<file path="config.mk">
export PLATFORM = sky130hd
export DESIGN_NAME = debouncer_bank
export DESIGN_NICKNAME = d
export VERILOG_FILES = /design/src/rtl/debouncer_bank.sv
export SDC_FILE = /design/constraint.sdc
export NUM_CORES = 1
export LEC_CHECK = 0
export CAP_MARGIN = 0
export CORE_ASPECT_RATIO = 1.2
export CORE_UTILIZATION = 44
export DETAILED_ROUTE_END_ITERATION = 10
export GPL_TIMING_DRIVEN = 0
export PLACE_DENSITY = 0.64
export SKIP_CTS_REPAIR_TIMING = 1
export SLEW_MARGIN = 20
export SYNTH_ARGS = -nofsm -noshare
export SYNTH_HDL_FRONTEND = slang
export SYNTH_SLANG_ARGS = --single-unit
</file>
<file path="constraint.sdc">
create_clock -name clk -period 7.4 [get_ports clk]
set_input_delay 1.11 -clock clk [delete_from_list [all_inputs] [get_ports clk]]
set_output_delay 1.11 -clock clk [all_outputs]
set_load 0.02 [all_outputs]
</file>
<file path="src/rtl/debouncer_bank.sv">
// N-channel push-button conditioner: input synchroniser, stability-count debounce,
// press/release pulses and per-channel auto-repeat. Every output is a flop.
module debouncer_bank #(
   parameter int N_CH          = 4,
   parameter int SYNC_STAGES   = 2,
   parameter int STABLE_CYCLES = 1_000_000,
   parameter int CNT_W         = 20,
   parameter int REPEAT_DELAY  = 50_000_000,
   parameter int REPEAT_RATE   = 10_000_000,
   parameter int RPT_W         = 26
) (
   input  logic            clk,
   input  logic            reset,
   input  logic [N_CH-1:0] btn_in,
   input  logic [N_CH-1:0] repeat_en,
   output logic [N_CH-1:0] level_out,
   output logic [N_CH-1:0] press_pulse,
   output logic [N_CH-1:0] release_pulse,
   output logic            any_pressed
);
   typedef enum logic [1:0] {IDLE, HOLD, REPEAT} state_t;

   localparam logic [CNT_W-1:0] DC_LAST    = CNT_W'(STABLE_CYCLES - 1);
   localparam logic [RPT_W-1:0] DELAY_LAST = RPT_W'(REPEAT_DELAY - 1);
   localparam logic [RPT_W-1:0] RATE_LAST  = RPT_W'(REPEAT_RATE - 1);

   logic [N_CH-1:0]  r_sync [SYNC_STAGES];
   logic [N_CH-1:0]  r_samp;
   logic [CNT_W-1:0] r_dc [N_CH];
   logic [CNT_W-1:0] w_dc_nxt [N_CH];
   logic [N_CH-1:0]  r_level, w_level_nxt, w_rise, w_fall;
   state_t           r_state [N_CH];
   state_t           w_state_nxt [N_CH];
   logic [RPT_W-1:0] r_rc [N_CH];
   logic [RPT_W-1:0] w_rc_nxt [N_CH];
   logic [N_CH-1:0]  r_press, r_release, w_press_nxt, w_release_nxt;
   logic             r_any;

   // The sample flop after the synchroniser puts the level flip exactly
   // SYNC_STAGES+STABLE_CYCLES edges after the first edge that saw the new level.
   always_ff @(posedge clk or negedge reset) begin
      if (!reset) begin
         for (int k = 0; k < SYNC_STAGES; k++) r_sync[k] <= '0;
         r_samp <= '0;
      end else begin
         // NOTE: non-blocking assignments let every flop sample the pre-edge
         // value of its neighbour, which is what makes the chain a shift register.
         r_sync[0] <= btn_in;
         for (int k = 1; k < SYNC_STAGES; k++) r_sync[k] <= r_sync[k-1];
         r_samp <= r_sync[SYNC_STAGES-1];
      end
   end

   always_comb begin
      // NOTE: every output of a combinational block gets a default first so no
      // path through the branches leaves it unassigned (that would infer a latch).
      w_level_nxt = r_level;
      for (int i = 0; i < N_CH; i++) begin
         w_dc_nxt[i] = '0;
         if (r_samp[i] != r_level[i]) begin
            if (r_dc[i] == DC_LAST) w_level_nxt[i] = r_samp[i];
            else                    w_dc_nxt[i]    = r_dc[i] + 1'b1;
         end
      end
   end

   assign w_rise = w_level_nxt & ~r_level;
   assign w_fall = ~w_level_nxt & r_level;

   always_comb begin
      w_press_nxt   = '0;
      w_release_nxt = '0;
      for (int i = 0; i < N_CH; i++) begin
         w_state_nxt[i] = r_state[i];
         w_rc_nxt[i]    = '0;
         case (r_state[i])
            IDLE: begin
               if (w_rise[i]) begin
                  w_press_nxt[i] = 1'b1;
                  w_state_nxt[i] = HOLD;
               end
            end
            HOLD, REPEAT: begin
               // A release wins over a repeat pulse falling due on the same edge.
               if (w_fall[i]) begin
                  w_release_nxt[i] = 1'b1;
                  w_state_nxt[i]   = IDLE;
               end else if (repeat_en[i]) begin
                  if ((r_state[i] == HOLD) ? (r_rc[i] == DELAY_LAST) : (r_rc[i] == RATE_LAST)) begin
                     w_press_nxt[i] = 1'b1;
                     w_state_nxt[i] = REPEAT;
                  end else begin
                     w_rc_nxt[i] = r_rc[i] + 1'b1;
                  end
               end
            end
            default: w_state_nxt[i] = IDLE;
         endcase
      end
   end

   // NOTE: the per-channel counter arrays are ordinary flops, not RAM, so they
   // take the asynchronous reset like every other register.
   always_ff @(posedge clk or negedge reset) begin
      if (!reset) begin
         for (int i = 0; i < N_CH; i++) begin
            r_dc[i]    <= '0;
            r_rc[i]    <= '0;
            r_state[i] <= IDLE;
         end
         r_level   <= '0;
         r_press   <= '0;
         r_release <= '0;
         r_any     <= 1'b0;
      end else begin
         for (int i = 0; i < N_CH; i++) begin
            r_dc[i]    <= w_dc_nxt[i];
            r_rc[i]    <= w_rc_nxt[i];
            r_state[i] <= w_state_nxt[i];
         end
         r_level   <= w_level_nxt;
         r_press   <= w_press_nxt;
         r_release <= w_release_nxt;
         r_any     <= |w_level_nxt;
      end
   end

   assign level_out     = r_level;
   assign press_pulse   = r_press;
   assign release_pulse = r_release;
   assign any_pressed   = r_any;

endmodule

</file>
==> flow_metrics.env <==
export IMPL_status="complete, no violations"
export IMPL_skew_ns=0.01589
export IMPL_reg2reg_from="r_dc[40]$_DFF_PN0_"
export IMPL_remaining_drc_errors=0
export IMPL_max_slew_worst_pin_slew_ns=1.020
export IMPL_crit_type="reg2reg"
export IMPL_grt_max_degree=97
export IMPL_crit_fanout=5
export IMPL_r2r_cells=7
export IMPL_fin_nets=1183
export IMPL_seq_area_frac_synth_pct=49.91
export IMPL_cts_path_max_buffers=3
export IMPL_tns_ns=0
export IMPL_drt_wl_total_um=21050
export IMPL_ys_ff_latch=217
export IMPL_insertion_delay_ns=0.53
export IMPL_nFillCells=2188
export IMPL_avgSynthCellArea_sq_um=9.872
export IMPL_slowest_stage="nor4_1"
export IMPL_first_iter_violations=386
export IMPL_ys_async_sr_fraction_pct=100.0
export IMPL_rsz0062_at_grt="false"
export IMPL_firstDrtPassIters=4
export IMPL_ys_warn_count=0
export IMPL_cts_tree="done"
export IMPL_gp_routability_congestion=0.8246
export IMPL_wl_per_cell_um=14.13
export IMPL_synth_top_area_cell="dfrtp_1"
export IMPL_drive_gt1_share_pct=7.521
export IMPL_dieArea_sq_um=25360
export IMPL_finalSetupViolCount=0
export IMPL_grt_pass1_vias=7862
export IMPL_hp_class="reg2reg"
export IMPL_min_period_ns=2.857
export IMPL_critPathLaunch="r_dc[40]$_DFF_PN0_"
export IMPL_synth_cell_types=59
export IMPL_place_area_sq_um=11560
export IMPL_syn_nets=1132
export IMPL_path_depth=7
export IMPL_crit_family="simple AND/OR/NAND/NOR gates"
export IMPL_critPathMaxStageDelay_ns=0.65
export IMPL_synth_area_leaders="dfrtp_1 50%, xor2_1 8.3%, nor2_1 7.5%, xnor2_1 5.1%, nand3_1 3.5%"
export IMPL_rows=62
export IMPL_cp_endpoint="any_pressed$_DFF_PN0_"
export IMPL_viasPerCell=5.254
export IMPL_arrival_ns=3.24
export IMPL_period_share_pct=38.61
export IMPL_clk_pin_slew_worst_paths_ns=0.06
export IMPL_cts_root_buf="clkbuf_16"
export IMPL_start_kind="register"
export IMPL_clock_sinks=217
export IMPL_floorplan_initialDensity_pct=45.09
export IMPL_synth_edff_count=0
export IMPL_ir_drop_mv=0.1296
export IMPL_synthCells=1102
export IMPL_num_antenna_cells=0
export IMPL_maxSlewHeadroom_pct=31.40
export IMPL_hold_depth=0
export IMPL_drv_cap=0
export IMPL_ant_nets=0
export IMPL_final_util_pct=51.31
export IMPL_maxSlewViolCount=0
export IMPL_syn_area_sq_um=10880
export IMPL_dp_hpwl_um=14170
export IMPL_end_kind="register"
export IMPL_min_from="r_sync[2]$_DFF_PN0_"
export IMPL_crit_buf_inv=1
export IMPL_track_usage_pct=17.29
export IMPL_hold_viol=0
export IMPL_rr_endpoint="any_pressed$_DFF_PN0_"
export IMPL_power_density_nw_per_um2=200.4
export IMPL_core_area_sq_um=24130
export IMPL_portBuffers=22
export IMPL_htree_num_levels=1
export IMPL_grt_pass1_wl_um=37070
export IMPL_worstPathRequired_ns=7.78
export IMPL_rrSetupSlack_ns=4.54
export IMPL_final_cell_area_sq_um=12380
export IMPL_synth_main_ff_cell="dfrtp_1"
export IMPL_crit_path_cell_trace="ha_1, and3_1, buf_2, nand3_1, nor4_1, mux2_2, or4_1"
export IMPL_die_h_um=174.3
export IMPL_p_leak_nw=5.194
export IMPL_fmax_mhz=350.0
export IMPL_area_delta_synth_final_pct=13.78
export IMPL_die_x_um=145.5
export IMPL_vias=7828
export IMPL_grt_overflow=0
export IMPL_grt_antenna_before_repair=0
export IMPL_synth_top_area_share_pct=49.91
export IMPL_io_pin_count=23
export IMPL_cts_made_buffers=25
-- layout by cell type (no fill, tap or decap), drive strengths merged, types with 14 or more instances in the layout --
master | Yosys | routed
xor2 | 103 | 103
ha | 20 | 20
and4 | 17 | 17
nand2 | 66 | 66
a21oi | 14 | 14
nor4 | 29 | 29
and3 | 30 | 30
dfrtp | 217 | 217
nand3 | 79 | 79
nor3 | 23 | 23
nand4 | 51 | 51
clkdlybuf4s50 | 0 | 21
nor2 | 219 | 219
xnor2 | 63 | 63
inv | 31 | 32
buf | 22 | 25
clkbuf | 3 | 42
-- worst reg2reg max path, delay by kind of cell, from the launching register on --
kind          cells  cell delay (ns)
buf+inv           1             0.15
fa+ha+maj         1             0.22
simple gates      4             1.50
mux               1             0.46
flops             1             0.40
-- stage by stage --
step	hold WS, ns	total power (W)	setup slack (ns)	instances
floorplan	0.3312	0.001254	5.011	1102
global placement	0.3350	0.001293	-4.116	1444
detailed placement	0.3347	0.001296	4.543	1446
CTS	0.3473	0.002523	4.548	1490
global route	0.3592	0.002586	4.336	1490
finish	0.3473	0.002481	4.543	1490
-- power by group --
group / switching, W / total [W] / leakage, nW / internal, W
logic: 0.0000440 / 0.0000639 / 1.81 / 0.0000198
clock network: 0.000475 / 0.00121 / 0.403 / 0.000734
registers: 0.00000997 / 0.00121 / 2.98 / 0.00120
total: 0.000529 / 0.00248 / 5.19 / 0.00195
-- how the worst min path moves through the flow --
stage	end	slack, ns
finish	r_samp[2]$_DFF_PN0_	0.35
global route	r_sync[3]$_DFF_PN0_	0.36
detailed placement	r_samp[2]$_DFF_PN0_	0.33
floorplan	r_samp[0]$_DFF_PN0_	0.33
global placement	r_samp[3]$_DFF_PN0_	0.33
CTS	r_samp[2]$_DFF_PN0_	0.35
-- per-layer routing --
layer	global-route usage (%)	vias to the layer above	wire (um)	part of all wire, %
li1	-	3923	-	-
met1	22.55	3802	9927	47
met2	29.49	76	10070	48
met3	2.940	27	686	3.3
met4	5.044	0	371	1.8
met5	0	-	0	0
-- Yosys cell counts, drive strengths merged, types with 4 or more instances --
cell type and instances:
mux2 4, nand3 79, and3 30, nor4 29
nand3b 5, buf 22, inv 31, or4b 5
nor4b 8, nand4 51, xor2 103, dfrtp 217
o211ai 6, a21oi 14, xnor2 63, nor2 219
ha 20, nor2b 10, nand4b 10, or4 12
nand2 66, o21bai 5, and4 17, nor3 23
and2 13
-- flip-flops by register name, summed over array words and instances (netlist names) --
name	flops
r_sync	8
r_state	8
r_rc	104
any_pressed	1
press_pulse	4
r_dc	80
level_out	4
r_samp	4
release_pulse	4
-- final cells by class --
| class | count | area, sq um | share of cell area, % |
|---|---|---|---|
| multi-input combinational | 829 | 5186 | 41.90 |
| tap | 320 | 400.4 | 3.235 |
| timing repair buffer | 24 | 280.3 | 2.264 |
| clock buffer | 39 | 758.2 | 6.126 |
| buffer | 25 | 152.6 | 1.233 |
| inverter | 31 | 116.4 | 0.9401 |
| clock inverter | 5 | 53.80 | 0.4347 |
| sequential | 217 | 5430 | 43.87 |
-- cells by family after synthesis --
logic type,Yosys count,share of synthesized area (%)
AND/OR/NAND/NOR,591,28.44
flip-flops,217,49.91
XOR/XNOR,166,13.36
buffers and inverters,56,2.473
AO/OA/AOI/OAI,48,3.094
adder cells (fa/ha/maj),20,2.300
multiplexers,4,0.4140
Note: power is estimated with default switching activity, not from simulation.
